**config.mk**
```make
export PLATFORM = sky130hd
export DESIGN_NAME = pong_ball_ctrl
export DESIGN_NICKNAME = d
export VERILOG_FILES = /design/src/rtl/pong_pkg.sv /design/src/rtl/pong_score_counter.sv /design/src/rtl/pong_ball_ctrl.sv
export SDC_FILE = /design/constraint.sdc
export NUM_CORES = 1
export LEC_CHECK = 0
export BUFFER_PORTS_ARGS = -buffer_cell sky130_fd_sc_hd__buf_2
export CORE_UTILIZATION = 28
export DETAILED_ROUTE_END_ITERATION = 16
export PLACE_DENSITY = 0.54
export SLEW_MARGIN = 20
export SYNTH_ARGS = -nofsm -noshare
export SYNTH_HDL_FRONTEND = slang
export SYNTH_HIERARCHICAL = 1
export SYNTH_SLANG_ARGS = --single-unit
export TNS_END_PERCENT = 1
```
**constraint.sdc**
```tcl
create_clock -name in_clock -period 6.3 [get_ports in_clock]
set_input_delay 0.63 -clock in_clock [delete_from_list [all_inputs] [get_ports in_clock]]
set_output_delay 0.63 -clock in_clock [all_outputs]
set_load 0.02 [all_outputs]
```
**src/rtl/pong_pkg.sv**
```systemverilog
// Shared constants and types for the Pong game-logic block.
//   COORD_W / SCORE_W : coordinate and score widths
//   SCREEN_W/SCREEN_H : visible area in pixels
//   MAX_SPEED         : horizontal speed cap for the optional speed-up build
//   state_e           : game FSM encoding (IDLE=0, SERVE=1, PLAY=2, GAME_OVER=3)
package pong_pkg;

    localparam int unsigned COORD_W   = 12;
    localparam int unsigned SCORE_W   = 4;
    localparam int unsigned SCREEN_W  = 640;
    localparam int unsigned SCREEN_H  = 480;
    localparam int unsigned MAX_SPEED = 6;

    typedef enum logic [1:0] {
        ST_IDLE      = 2'd0,
        ST_SERVE     = 2'd1,
        ST_PLAY      = 2'd2,
        ST_GAME_OVER = 2'd3
    } state_e;

endpackage

```
**src/rtl/pong_score_counter.sv**
```systemverilog
// Per-player score counter.
//   clk, rst_n : clock, async active-low reset
//   clr_i      : synchronous clear (has priority over inc_i)
//   inc_i      : add one to the score
//   count_o    : current score
//   win_o      : high while the score equals WIN_SCORE
module pong_score_counter
    import pong_pkg::*;
#(
    parameter int unsigned WIN_SCORE = 9
) (
    input  logic               clk,
    input  logic               rst_n,
    input  logic               clr_i,
    input  logic               inc_i,
    output logic [SCORE_W-1:0] count_o,
    output logic               win_o
);

    logic [SCORE_W-1:0] count_q, count_d;
    logic               win_q;

    // Next count
    always_comb begin
        count_d = count_q;
        if (clr_i) begin
            count_d = '0;
        end else if (inc_i) begin
            count_d = count_q + SCORE_W'(1);
        end
    end

    // Win flag is registered alongside the count so both change together
    always_ff @(posedge clk or negedge rst_n) begin
        if (!rst_n) begin
            count_q <= '0;
            win_q   <= 1'b0;
        end else begin
            count_q <= count_d;
            win_q   <= (count_d == SCORE_W'(WIN_SCORE));
        end
    end

    assign count_o = count_q;
    assign win_o   = win_q;

endmodule

```
**src/rtl/pong_ball_ctrl.sv**
```systemverilog
// Pong ball motion, collision, scoring and serve/play/game-over control.
// Updates once per in_animate pulse (end of visible frame) and feeds the
// ball bounding box to the VGA renderer.
//   in_clock, in_reset          : clock, async active-low reset
//   in_animate                  : one-cycle end-of-frame pulse
//   in_start                    : start a game from IDLE or GAME_OVER
//   in_lpad_y1/y2, in_rpad_y1/y2: paddle vertical extents
//   out_x1/x2/y1/y2             : ball box, derived from the centre registers
//   out_score_l/r               : player scores
//   out_point                   : one-cycle pulse when a point is scored
//   out_game_over               : high while in GAME_OVER
//   out_state                   : FSM state for debug
// Optional feature macro: PONG_SPEEDUP_EN (paddle hits speed the ball up
// to MAX_SPEED; speed returns to HSPEED on every entry to SERVE).
module pong_ball_ctrl
    import pong_pkg::*;
#(
    parameter int unsigned BALL_HALF    = 10,
    parameter int unsigned HSPEED       = 2,
    parameter int unsigned VSPEED       = 2,
    parameter int unsigned LEFT_FACE_X  = 20,
    parameter int unsigned RIGHT_FACE_X = 620,
    parameter int unsigned WIN_SCORE    = 9,
    parameter int unsigned SERVE_FRAMES = 60
) (
    input  logic               in_clock,
    input  logic               in_reset,
    input  logic               in_animate,
    input  logic               in_start,
    input  logic [COORD_W-1:0] in_lpad_y1,
    input  logic [COORD_W-1:0] in_lpad_y2,
    input  logic [COORD_W-1:0] in_rpad_y1,
    input  logic [COORD_W-1:0] in_rpad_y2,
    output logic [COORD_W-1:0] out_x1,
    output logic [COORD_W-1:0] out_x2,
    output logic [COORD_W-1:0] out_y1,
    output logic [COORD_W-1:0] out_y2,
    output logic [SCORE_W-1:0] out_score_l,
    output logic [SCORE_W-1:0] out_score_r,
    output logic               out_point,
    output logic               out_game_over,
    output logic [1:0]         out_state
);

    localparam int unsigned SERVE_W = $clog2(SERVE_FRAMES + 1);

    localparam logic [COORD_W-1:0] C_CX0    = COORD_W'(SCREEN_W / 2);
    localparam logic [COORD_W-1:0] C_CY0    = COORD_W'(SCREEN_H / 2);
    localparam logic [COORD_W-1:0] C_W      = COORD_W'(SCREEN_W);
    localparam logic [COORD_W-1:0] C_H      = COORD_W'(SCREEN_H);
    localparam logic [COORD_W-1:0] C_BH     = COORD_W'(BALL_HALF);
    localparam logic [COORD_W-1:0] C_HSPEED = COORD_W'(HSPEED);
    localparam logic [COORD_W-1:0] C_VSPEED = COORD_W'(VSPEED);
    localparam logic [COORD_W-1:0] C_LFACE  = COORD_W'(LEFT_FACE_X);
    localparam logic [COORD_W-1:0] C_RFACE  = COORD_W'(RIGHT_FACE_X);

    state_e               state_q, state_d;
    logic [COORD_W-1:0]   cx_q, cx_d, cy_q, cy_d;
    logic                 dx_q, dx_d;   // 1 = moving right
    logic                 dy_q, dy_d;   // 1 = moving down
    logic [SERVE_W-1:0]   serve_cnt_q, serve_cnt_d;
    logic                 point_q, point_d;
    logic                 game_over_q;
    logic [COORD_W-1:0]   speed;
    logic                 hit, miss_l, miss_r, clr_scores;
    logic                 ovl_l, ovl_r;
    logic                 win_l, win_r;
    logic [SCORE_W-1:0]   score_l, score_r;

    // Vertical overlap of the ball with each paddle (cy >= BALL_HALF always holds)
    assign ovl_l = (cy_q + C_BH > in_lpad_y1) && (cy_q - C_BH < in_lpad_y2);
    assign ovl_r = (cy_q + C_BH > in_rpad_y1) && (cy_q - C_BH < in_rpad_y2);

`ifdef PONG_SPEEDUP_EN
    logic [COORD_W-1:0] speed_q, speed_d;

    // Speed-up on paddle hits, restored on each entry to SERVE
    always_comb begin
        speed_d = speed_q;
        if (state_d == ST_SERVE && state_q != ST_SERVE) begin
            speed_d = C_HSPEED;
        end else if (hit && speed_q < COORD_W'(MAX_SPEED)) begin
            speed_d = speed_q + COORD_W'(1);
        end
    end

    always_ff @(posedge in_clock or negedge in_reset) begin
        if (!in_reset) begin
            speed_q <= C_HSPEED;
        end else begin
            speed_q <= speed_d;
        end
    end

    assign speed = speed_q;
`else
    assign speed = C_HSPEED;
`endif

    // Next-state, ball motion and scoring decisions
    always_comb begin
        state_d     = state_q;
        cx_d        = cx_q;
        cy_d        = cy_q;
        dx_d        = dx_q;
        dy_d        = dy_q;
        serve_cnt_d = serve_cnt_q;
        point_d     = 1'b0;
        hit         = 1'b0;
        miss_l      = 1'b0;
        miss_r      = 1'b0;
        clr_scores  = 1'b0;

        case (state_q)
            ST_IDLE: begin
                cx_d = C_CX0;
                cy_d = C_CY0;
                if (in_start) begin
                    state_d     = ST_SERVE;
                    serve_cnt_d = '0;
                    clr_scores  = 1'b1;
                end
            end

            ST_SERVE: begin
                cx_d = C_CX0;
                cy_d = C_CY0;
                if (in_animate) begin
                    serve_cnt_d = serve_cnt_q + SERVE_W'(1);
                    if (serve_cnt_q == SERVE_W'(SERVE_FRAMES - 1)) begin
                        state_d = ST_PLAY;
                    end
                end
            end

            ST_PLAY: begin
                if (in_animate) begin
                    // Top/bottom walls; compares are arranged so nothing underflows
                    if (dy_q) begin
                        if (cy_q + C_BH + C_VSPEED >= C_H) begin
                            dy_d = 1'b0;
                            cy_d = C_H - C_BH;
                        end else begin
                            cy_d = cy_q + C_VSPEED;
                        end
                    end else begin
                        if (cy_q < C_BH + C_VSPEED) begin
                            dy_d = 1'b1;
                            cy_d = C_BH;
                        end else begin
                            cy_d = cy_q - C_VSPEED;
                        end
                    end

                    // Paddle faces, then screen-edge misses
                    if (!dx_q) begin
                        if ((cx_q <= C_LFACE + C_BH + speed) && ovl_l) begin
                            hit  = 1'b1;
                            dx_d = 1'b1;
                            cx_d = C_LFACE + C_BH;
                        end else if (cx_q < C_BH + speed) begin
                            miss_l = 1'b1;
                        end else begin
                            cx_d = cx_q - speed;
                        end
                    end else begin
                        if ((cx_q + speed + C_BH >= C_RFACE) && ovl_r) begin
                            hit  = 1'b1;
                            dx_d = 1'b0;
                            cx_d = C_RFACE - C_BH;
                        end else if (cx_q + speed + C_BH > C_W) begin
                            miss_r = 1'b1;
                        end else begin
                            cx_d = cx_q + speed;
                        end
                    end

                    // Point: recentre, serve away from the scorer
                    if (miss_l || miss_r) begin
                        cx_d        = C_CX0;
                        cy_d        = C_CY0;
                        dy_d        = dy_q;
                        dx_d        = miss_r;
                        point_d     = 1'b1;
                        serve_cnt_d = '0;
                        if ((miss_l && score_r == SCORE_W'(WIN_SCORE - 1)) ||
                            (miss_r && score_l == SCORE_W'(WIN_SCORE - 1))) begin
                            state_d = ST_GAME_OVER;
                        end else begin
                            state_d = ST_SERVE;
                        end
                    end
                end
            end

            ST_GAME_OVER: begin
                cx_d = C_CX0;
                cy_d = C_CY0;
                if (in_start) begin
                    state_d     = ST_SERVE;
                    serve_cnt_d = '0;
                    clr_scores  = 1'b1;
                end
            end

            default: begin
                state_d = ST_IDLE;
            end
        endcase
    end

    // State and ball registers
    always_ff @(posedge in_clock or negedge in_reset) begin
        if (!in_reset) begin
            state_q     <= ST_IDLE;
            cx_q        <= C_CX0;
            cy_q        <= C_CY0;
            dx_q        <= 1'b1;
            dy_q        <= 1'b1;
            serve_cnt_q <= '0;
            point_q     <= 1'b0;
            game_over_q <= 1'b0;
        end else begin
            state_q     <= state_d;
            cx_q        <= cx_d;
            cy_q        <= cy_d;
            dx_q        <= dx_d;
            dy_q        <= dy_d;
            serve_cnt_q <= serve_cnt_d;
            point_q     <= point_d;
            game_over_q <= (state_d == ST_GAME_OVER);
        end
    end

    // A miss by the left player scores for the right player and vice versa
    pong_score_counter #(.WIN_SCORE(WIN_SCORE)) u_score_l (
        .clk     (in_clock),
        .rst_n   (in_reset),
        .clr_i   (clr_scores),
        .inc_i   (miss_r && !win_l),
        .count_o (score_l),
        .win_o   (win_l)
    );

    pong_score_counter #(.WIN_SCORE(WIN_SCORE)) u_score_r (
        .clk     (in_clock),
        .rst_n   (in_reset),
        .clr_i   (clr_scores),
        .inc_i   (miss_l && !win_r),
        .count_o (score_r),
        .win_o   (win_r)
    );

    assign out_x1        = cx_q - C_BH;
    assign out_x2        = cx_q + C_BH;
    assign out_y1        = cy_q - C_BH;
    assign out_y2        = cy_q + C_BH;
    assign out_score_l   = score_l;
    assign out_score_r   = score_r;
    assign out_point     = point_q;
    assign out_game_over = game_over_q;
    assign out_state     = state_q;

endmodule
```
After elaboration in Yosys (flattened, before gate mapping)
Index checks and enable logic that the tools add are counted.

$add $sub $neg: 13. Magnitude comparators: 10. Equality and inequality tests: 15. Muxes and demuxes: 56. Bitwise operators: 1. Reduce and logical (&&, ||, !) cells: 19.

Operators with widths (number): 12-bit 2-to-1 mux (12); 12-bit case mux with 2 select lines (2); 12-bit by 2-bit adder with 12-bit output, second input constant (3); 12-bit by 4-bit adder with 12-bit output, second input constant (3); 1-bit 2-to-1 mux (26); 12-bit > comparator (2); 12-bit less-than comparator (2); 12-bit by 4-bit less-than comparator with 1-bit output, second input constant (2); 6-bit 2-to-1 mux (4); 12-bit by 2-bit subtractor with 12-bit output, second input constant (2); 12-bit by 4-bit subtractor with 12-bit output, second input constant (2); 6-bit case mux with 3 select lines (1); 4-bit equality test, second input constant (4); 4-bit 2-to-1 mux (4); 12-bit by 10-bit greater-or-equal comparator with 1-bit output, second input constant (1); 12-bit by 9-bit greater-or-equal comparator with 1-bit output, second input constant (1); 12-bit by 10-bit > comparator with 1-bit output, second input constant (1); 12-bit by 6-bit <= comparator with 1-bit output, second input constant (1); 2-bit 2-to-1 mux (6); 5-bit inequality test, second input constant (2); 4-bit by 1-bit adder with 4-bit output, second input constant (2); 1-bit logical AND (8); 6-bit by 1-bit adder with 6-bit output, second input constant (1); 2-bit equality test, second input constant (3); 14 further kinds (19).

Register bits: 46. Bits of input ports: 52. Output and inout port bits: 60. Logic and storage cells: 126.

Depth between registers and ports, before layout
Gate-level depths: netlist of the first run.

Depth in word-level cells: 15. Depth in mapped cells: 19. Mapped depth without buffers: 18.

Cells and area by module
Netlist of the first run, hierarchy kept.

Modules (own cells, without submodules): pong_ball_ctrl (times used 1, cells each 676, area an instance 5093.6 um2, seq. area each 860.8 um2); pong_score_counter (times used 2, cells each 19, area an instance 224.0 um2, seq. area each 125.1 um2).

Least setup slack after synthesis of the first run
OpenSTA, ideal clock, no wires.

Kind: register to register. From: reg cy_q[1]. To: reg u_score_r.win_q (netlist: u_score_r/win_o). Library setup time: 121 ps. Arrival time: 4821 ps. Path slack: 1358 ps. Stages on the path, launching flop included: 20. Buffers on the path: 1. Period minus slack after synthesis: 4942 ps. Cells stage by stage: dfrtp_1 -> clkbuf_1 -> inv_1 -> ha_1 -> nor2_1 -> or2_2 -> nor3_1 -> nand2_1 -> xnor2_1 -> ha_1 -> a211oi_1 -> nand3_1 -> a211oi_1 -> o31ai_1 -> or2_2 -> o211ai_1 -> nor3_1 -> nand4_1 -> xor2_1 -> and4bb_1.

Word-level cells in the longest chain between the ends: 14. Elaborated cells on any way between the ends: 16.

Ends and longest elaborated chain: start, declared (RTL line pong_ball_ctrl.sv:58) `logic [COORD_W-1:0] cx_q, cx_d, cy_q, cy_d;`; start signal, assigned (RTL line pong_ball_ctrl.sv:226) `cy_q <= cy_d;`; 12-bit by 4-bit subtractor with 12-bit output; named net out_y1[1] (RTL line pong_ball_ctrl.sv:36) `output logic [COORD_W-1:0] out_y1,`; 12-bit less-than comparator (RTL line pong_ball_ctrl.sv:71) `assign ovl_l = (cy_q + C_BH > in_lpad_y1) && (cy_q - C_BH < in_lpad_y2);`; 1-bit logical AND (RTL line pong_ball_ctrl.sv:71); 1-bit logical AND (RTL line pong_ball_ctrl.sv:157) `if ((cx_q <= C_LFACE + C_BH + speed) && ovl_l) begin`; 1-bit 2-to-1 mux (RTL line pong_ball_ctrl.sv:157); 1-bit 2-to-1 mux (RTL line pong_ball_ctrl.sv:156) `if (!dx_q) begin`; 1-bit 2-to-1 mux (RTL line pong_ball_ctrl.sv:137) `if (in_animate) begin`; 1-bit 2-to-1 mux (RTL line pong_ball_ctrl.sv:114) `case (state_q)`; 1-bit 2-to-1 mux (RTL line pong_ball_ctrl.sv:137); 1-bit 2-to-1 mux (RTL line pong_ball_ctrl.sv:114); 1-bit logical AND (RTL line pong_ball_ctrl.sv:249) `.inc_i (miss_l && !win_r),`; 4-bit 2-to-1 mux (RTL line pong_score_counter.sv:28) `end else if (inc_i) begin`; 4-bit 2-to-1 mux (RTL line pong_score_counter.sv:26) `if (clr_i) begin`; 4-bit equality test (RTL line pong_score_counter.sv:40) `win_q <= (count_d == SCORE_W'(WIN_SCORE));`; end signal, assigned (RTL line pong_score_counter.sv:40); end, declared (RTL line pong_score_counter.sv:21) `logic win_q;`.

The timed path passes the listed nets, and every way through them passes these cells. The select of a mux whose other input is x is not followed. A chain may end at the register's enable or synchronous reset.

Worst setup path in the final report of the first run
From: reg cy_q[2]. To: reg cx_q[8].

Word-level cells in the longest chain between the ends: 12. Elaborated cells on any way between the ends: 28.

Ends and longest elaborated chain: 12-bit by 4-bit adder with 12-bit output or 12-bit by 4-bit subtractor with 12-bit output (tied branches) (RTL line pong_ball_ctrl.sv:71, pong_ball_ctrl.sv:72); 12-bit > comparator (tied with other cells) (RTL line pong_ball_ctrl.sv:71); 1-bit logical AND, on equally long branches (RTL line pong_ball_ctrl.sv:71, pong_ball_ctrl.sv:72); 1-bit logical AND, on equally long branches (RTL line pong_ball_ctrl.sv:157, pong_ball_ctrl.sv:167); 1-bit 2-to-1 mux, on equally long branches (RTL line pong_ball_ctrl.sv:157, pong_ball_ctrl.sv:167); 1-bit 2-to-1 mux (RTL line pong_ball_ctrl.sv:156); 1-bit 2-to-1 mux (RTL line pong_ball_ctrl.sv:137); 1-bit 2-to-1 mux (RTL line pong_ball_ctrl.sv:114); 1-bit logical OR (RTL line pong_ball_ctrl.sv:179) `if (miss_l || miss_r) begin`; 12-bit 2-to-1 mux (RTL line pong_ball_ctrl.sv:179); 12-bit 2-to-1 mux (RTL line pong_ball_ctrl.sv:137); 12-bit case mux with 2 select lines (RTL line pong_ball_ctrl.sv:114); end signal, assigned (RTL line pong_ball_ctrl.sv:216) `cx_q <= C_CX0;`; end signal, assigned (RTL line pong_ball_ctrl.sv:225) `cx_q <= cx_d;`; end, declared (RTL line pong_ball_ctrl.sv:58).

Parallel ways exist; a longest one is shown, timed or not. The select of a mux whose other input is x is not followed.

==> impl_metrics.py, run 1 <==
metrics = {
    "die": {
        "start_util_pct": 28.5,
        "core_sq_um": 19500,
        "ioPinCount": 112,
        "die_w_um": 143,
        "die_area_sq_um": 20400,
        "core.rowCount": 51,
        "die-height_um": 143,
    },
    "timing": {
        "hold_viol": 0,
        "slew_headroom_pct": 29.8,
        "finalSetupViolations": 0,
        "tightest_slew_ns": 1.05,
        "clock_skew_ns": 0.00725,
        "finalCriticalPeriod_ns": 4.85,
        "period_share_pct": 77.0,
        "finalMaxSlewViolations": 0,
        "grt_setup_unrepaired": "false",
        "max_freq_ghz": 0.206,
        "setup_tns_ns": 0,
        "fin_ws_ns": 1.45,
    },
    "power": {
        "combPwrFrac_pct": 45.2,
        "p_sw_share_pct": 41.1,
        "p_clk_share_pct": 25.8,
        "max-vdd-ir-drop_mv": 0.110,
        "p_switching_uw": 479,
        "p_int_uw": 688,
        "p_leak_uw": 0.00302,
        "pwr-share-seq_pct": 29.0,
        "p_per_area_nw_per_um2": 182,
    },
    "layout": {
        "instances_no_fill": 1059,
        "drive_above_1_share_pct": 19.6,
        "final_nets": 907,
        "nFillCells": 2125,
        "layout_common_cells": "buf_2, inv_1, nor2_1, ha_1, nand2_1",
        "utilization_pct": 33.0,
        "syn_to_final_growth_pct": 15.8,
        "final_common_cell": "buf_2",
        "final_area_sq_um": 6410,
        "num_antenna_cells": 0,
    },
    "synth": {
        "ys_seq_area_share_pct": 20.0,
        "ys_warn_count": 6,
        "ys_types": 80,
        "synth_edf_count": 0,
        "avgSynthCellArea_sq_um": 7.76,
        "synth_cells": 714,
        "synth_async_sr_flop_share_pct": 100,
        "ys.flop_type": "dfrtp_1",
        "synth.cell_area_sq_um": 5540,
        "synth-seq-cells": 44,
    },
    "detailed_routing": {
        "vias": 5434,
        "drt_pass1_iterations": 5,
        "wirelength_um": 16800,
        "drtIter0Drc": 322,
        "wl_per_cell_um": 15.8,
        "drc_errors": 0,
        "ant_nets": 0,
        "vias_per_cell": 5.13,
    },
    "placement": {
        "place_area_sq_um": 6250,
        "portBuffers": 107,
        "dp_hpwl_um": 13100,
        "place_ws_ns": 1.49,
        "gp_congestion": 0.880,
        "dp.cells": 1051,
    },
    "global_route": {
        "antenna_found_initial": 0,
        "grt_max_degree": 45,
        "first_global_vias": 5237,
        "grt_usage_pct": 16.6,
        "grt_overflow": 0,
        "grt_pass1_wl_um": 26900,
    },
    "setup_path": {
        "required_ns": 6.51,
        "critical_path.max_fanout": 17,
        "r2r_slack_ns": 1.45,
        "r2r_cells": 17,
        "r2r_end": "cx_q[8]",
        "path_cells": "inv_1 > ha_1 > nor2_1 > or2_2 > nor3_1 > nand2_1 > xnor2_1 > ha_1 > a211oi_1 > nand3_1 > a211oi_1 > o31ai_1 > or2_2 > o211ai_1 > o311ai_4 > o31ai_1 > a21oi_2",
        "worst_setup_path_end_kind": "flop",
        "slowest_delay_ns": 0.73,
        "cp_data_arrival_time_ns": 5.06,
        "slowest_stage": "o211ai_1",
        "crit_type": "reg2reg",
        "start_kind": "flop",
        "r2r-start": "cy_q[2]",
    },
    "clock_network": {
        "cts_root_buffer": "clkbuf_16",
        "cts_hold_buf": 0,
        "cts_resized": 0,
        "cts_tree": "yes",
        "htree_levels": 2,
        "cts_buffers": 5,
        "clkTransAtPathRegs_ns": 0.07,
        "cts_setup_buffers": 0,
        "cts.sinks": 44,
        "clock_latency_ns": 0.29,
        "clockBufferDepth": 2,
    },
    "outcome": {
        "status": "finished clean",
    },
    "flow_run": {
        "max_cap_violations": 0,
    },
    "min_path": {
        "hold_path_class": "in2async",
    },
}
==> layout make-up <==
class                      instances  area, sq um  area share (%)
timing repair buffer             112          573            8.93
sequential                        44         1110            17.3
clock buffer                       5          125            1.95
clock inverter                     3         42.5           0.663
multi-input combinational        555         3950            61.6
tap                              265          332            5.17
inverter                          75          282            4.39
==> power by group through the flow <==
stage	combinational, uW	clock [uW]	sequential, uW
2_1_floorplan	384	0	328
3_3_place_gp	527	0	343
3_5_place_dp	529	0	343
4_1_cts	532	308	338
5_1_grt	594	320	342
6_report	528	301	338
==> cell families after synthesis <==
group / after synthesis / share of synthesized area, %
muxes: 9 / 1.78
and+or+nand+nor: 233 / 21.6
other: 1 / 0.0677
xor gates and xnor gates: 55 / 8.83
AOI/OAI and AO/OA: 192 / 24.8
buffers and inverters: 118 / 8.87
DFF: 44 / 20.0
adders and majority gates: 62 / 14.0
==> cell usage after synthesis, types with 10 or more instances <==
master	instances	share of area (%)
inv_1	74	5.0
a21oi_1	37	3.3
nor3_1	20	1.8
o21ai_0	34	3.1
nor2_1	62	4.2
nand2_1	53	3.6
ha_1	62	14
clkbuf_1	20	1.4
xor2_1	15	2.4
nor2b_1	10	1.1
dfrtp_1	36	16
o22ai_1	10	1.1
nand3_1	18	1.6
xnor2_1	39	6.2
==> per-layer routing <==
metal,up-vias,global-route usage [%],part of all wire (%)
li1,2709,-,-
met1,2577,22.8,47
met2,129,27.6,47
met3,19,1.98,4.4
met4,0,4.24,1.7
met5,-,0,0
==> registers in the layout, summed over array words and instances (netlist names) <==
| name | count |
|---|---|
| cx_q | 11 |
| cy_q | 11 |
| dx_q | 1 |
| dy_q | 1 |
| out_game_over | 1 |
| out_point | 1 |
| out_state | 2 |
| serve_cnt_q | 6 |
| u_score_l/count_o | 4 |
| u_score_l/win_o | 1 |
| u_score_r/count_o | 4 |
| u_score_r/win_o | 1 |
==> worst max-delay path: cells and delay by family (launching register included) <==
kind	cells	cell delay (ns)
AND/OR/NAND/NOR	6	1.17
XOR/XNOR	1	0.26
AO/OA/AOI/OAI	7	2.19
buffers and inverters	1	0.17
flip-flops	1	0.49
adder cells (fa/ha/maj)	2	0.50
==> worst max path at each step <==
| stage | startpoint | end | depth (start not counted) |
|---|---|---|---|
| finish | cy_q[2] | cx_q[8] | 17 |
| global route | cy_q[2] | cx_q[8] | 17 |
| CTS | cy_q[2] | cx_q[8] | 17 |
| detailed placement | cy_q[2] | cx_q[8] | 17 |
| global placement | cy_q[2] | cx_q[8] | 17 |
| floorplan | cy_q[1] | u_score_r/win_o | 19 |
==> stage by stage <==
stage               hold slack, ns  total power, uW
finish                       0.435             1170
global route                 0.484             1260
CTS                          0.464             1180
detailed placement           0.531              872
global placement             0.514              870
floorplan                    0.334              712
Note: power is estimated with default switching activity, not from simulation.
==> run 2: changes to the inputs <==
--- a/config.mk
+++ b/config.mk
@@ -8,7 +8,7 @@
 export BUFFER_PORTS_ARGS = -buffer_cell sky130_fd_sc_hd__buf_2
 export CORE_UTILIZATION = 28
 export DETAILED_ROUTE_END_ITERATION = 16
-export PLACE_DENSITY = 0.54
+export PLACE_DENSITY = 0.56
 export SLEW_MARGIN = 20
 export SYNTH_ARGS = -nofsm -noshare
 export SYNTH_HDL_FRONTEND = slang
==> constraint.sdc (replaced) <==
create_clock -name in_clock -period 4.2 [get_ports in_clock]
set_input_delay 0.42 -clock in_clock [delete_from_list [all_inputs] [get_ports in_clock]]
set_output_delay 0.42 -clock in_clock [all_outputs]
set_load 0.02 [all_outputs]
==> impl_metrics.py, run 2 (synthesis gave the netlist of run 1 again) <==
metrics = {
    "clock_network": {
        "htree_levels": 2,
        "cts_tree": "yes",
        "cts.sinks": 44,
        "cts_root_buffer": "clkbuf_16",
        "cts_buffers": 5,
        "clockBufferDepth": 2,
        "clock_latency_ns": 0.28,
        "clkTransAtPathRegs_ns": 0.06,
    },
    "layout": {
        "regArea_sq_um": 1110,
        "layout_common_cells": "buf_2, inv_1, nor2_1",
        "final_common_cell": "buf_2",
        "final_nets": 966,
        "final_area_sq_um": 7130,
        "multiInputGateArea_sq_um": 4180,
        "top_regs": "cx_q x11, cy_q x11, serve_cnt_q x6",
        "nFillCells": 2041,
        "num_antenna_cells": 0,
        "drive_above_1_share_pct": 28.5,
        "syn_to_final_growth_pct": 28.7,
        "utilization_pct": 36.6,
    },
    "timing": {
        "slew_headroom_pct": 28.1,
        "finalSetupViolations": 0,
        "tightest_slew_ns": 1.08,
        "finalCriticalPeriod_ns": 4.14,
        "hold_viol": 0,
        "max_freq_ghz": 0.242,
        "fin_ws_ns": 0.0637,
        "period_share_pct": 98.5,
        "finalMaxSlewViolations": 0,
        "clock_skew_ns": 0.00649,
        "grt_setup_unrepaired": "true",
    },
    "detailed_routing": {
        "vias_per_cell": 5.07,
        "ant_nets": 0,
        "wl_per_cell_um": 15.2,
        "drtIter0Drc": 304,
        "drt_pass1_iterations": 5,
        "drc_errors": 0,
        "wirelength_um": 17000,
        "vias": 5668,
    },
    "power": {
        "p_per_area_nw_per_um2": 268,
        "max-vdd-ir-drop_mv": 0.155,
        "p_leak_uw": 0.00338,
    },
    "setup_path": {
        "crit_type": "reg2reg",
        "r2r_end": "serve_cnt_q[5]",
        "cp_data_arrival_time_ns": 4.30,
        "start_kind": "flop",
        "slowest_delay_ns": 0.41,
        "r2r_slack_ns": 0.06,
        "required_ns": 4.37,
        "critical_path.max_fanout": 6,
        "path_cells": "or3_4 > or2_4 > nor3_4 > nand2_2 > xnor2_4 > ha_4 > a211oi_2 > nand3_1 > a211oi_2 > o31ai_2 > or2_4 > o211ai_1 > buf_4 > buf_6 > o311ai_4 > nor4b_2 > a211o_1",
        "worst_setup_path_end_kind": "flop",
        "slowest_stage": "or3_4",
        "r2r_cells": 17,
        "r2r-start": "cy_q[6]",
    },
    "global_route": {
        "first_global_vias": 5269,
        "grt_pass1_wl_um": 27100,
        "grt_usage_pct": 16.6,
        "grt_max_degree": 45,
        "grt_overflow": 0,
        "antenna_found_initial": 0,
    },
    "die": {
        "die_w_um": 143,
        "core_sq_um": 19500,
        "core.rowCount": 51,
        "start_util_pct": 28.5,
        "die_area_sq_um": 20400,
        "die-height_um": 143,
        "ioPinCount": 112,
    },
    "placement": {
        "place_area_sq_um": 6720,
        "dp_hpwl_um": 13300,
        "place_ws_ns": -0.0873,
        "gp_congestion": 0.866,
        "portBuffers": 107,
    },
    "outcome": {
        "status": "finished clean",
    },
    "min_path": {
        "hold_path_class": "in2async",
    },
    "flow_run": {
        "max_cap_violations": 0,
    },
}
## run 2: cell types whose count changed in the layout (fill, tap and decap cells not counted), moves of 3 or more
cell,delta
a211oi_1,-3
a211oi_2,+3
buf_4,+56
nor3_1,-3
nor4b_1,-4
o21ai_0,-4
o21ai_1,+4
## run 2: how the worst max path moves through the flow
stage	startpoint	end	slack [ns]
floorplan	cy_q[1]	serve_cnt_q[3]	-0.04
global placement	cy_q[6]	cy_q[2]	-0.14
detailed placement	cy_q[6]	dy_q	-0.09
CTS	cy_q[6]	cx_q[2]	0.02
global route	cy_q[6]	serve_cnt_q[5]	-0.1
finish	cy_q[6]	serve_cnt_q[5]	0.06
## run 2: through the flow
stage / setup TNS, ns / std cells / power [uW] / hold slack, ns
after floorplan: -0.0927 / 717 / 1080 / 0.124
after global placement: -0.757 / 1101 / 1370 / 0.525
after detailed placement: -0.746 / 1101 / 1370 / 0.540
after CTS: 0 / 1110 / 1900 / 0.361
after global routing: -0.958 / 1118 / 2050 / 0.192
final: 0 / 1118 / 1910 / 0.139
## run 2: metal layers
layer  track usage [%]  wire, um  vias to the layer above
li1                  -         -                     2827
met1              22.9      7990                     2685
met2              27.3      7910                      138
met3              1.74       802                       18
met5                 0         0                        -
met4              4.87       273                        0
## run 2: where the power goes
part | switching (uW) | internal (uW)
clock | 167 | 341
sequential | 40.0 | 453
combinational | 535 | 378
## run 2: cell type report
type | count | share of cell area, %
Sequential cell | 44 | 15.6
Clock inverter | 2 | 0.842
Timing Repair Buffer | 170 | 14.5
Inverter | 75 | 4.00
Tap cell | 265 | 4.65
Multi-Input combinational cell | 556 | 58.6
Clock buffer | 6 | 1.81
## run 2: repair_timing
item | in CTS | in global routing
gates resized for setup | 5 | 24
setup buffers | 1 | 7
pin swaps | 1 | 19
gates cloned | 0 | 1
endpoints found under the setup margin | 22 | 34
hold buffers | 0 | 0
## run 2: worst max-delay path, delay by kind of cell, from the launching register on
family,cells,cell delay [ns]
AOI/OAI and AO/OA,6,1.24
xor gates and xnor gates,1,0.22
adders and majority gates,1,0.23
buffers and inverters,2,0.32
DFF,1,0.40
and+or+nand+nor,7,1.60
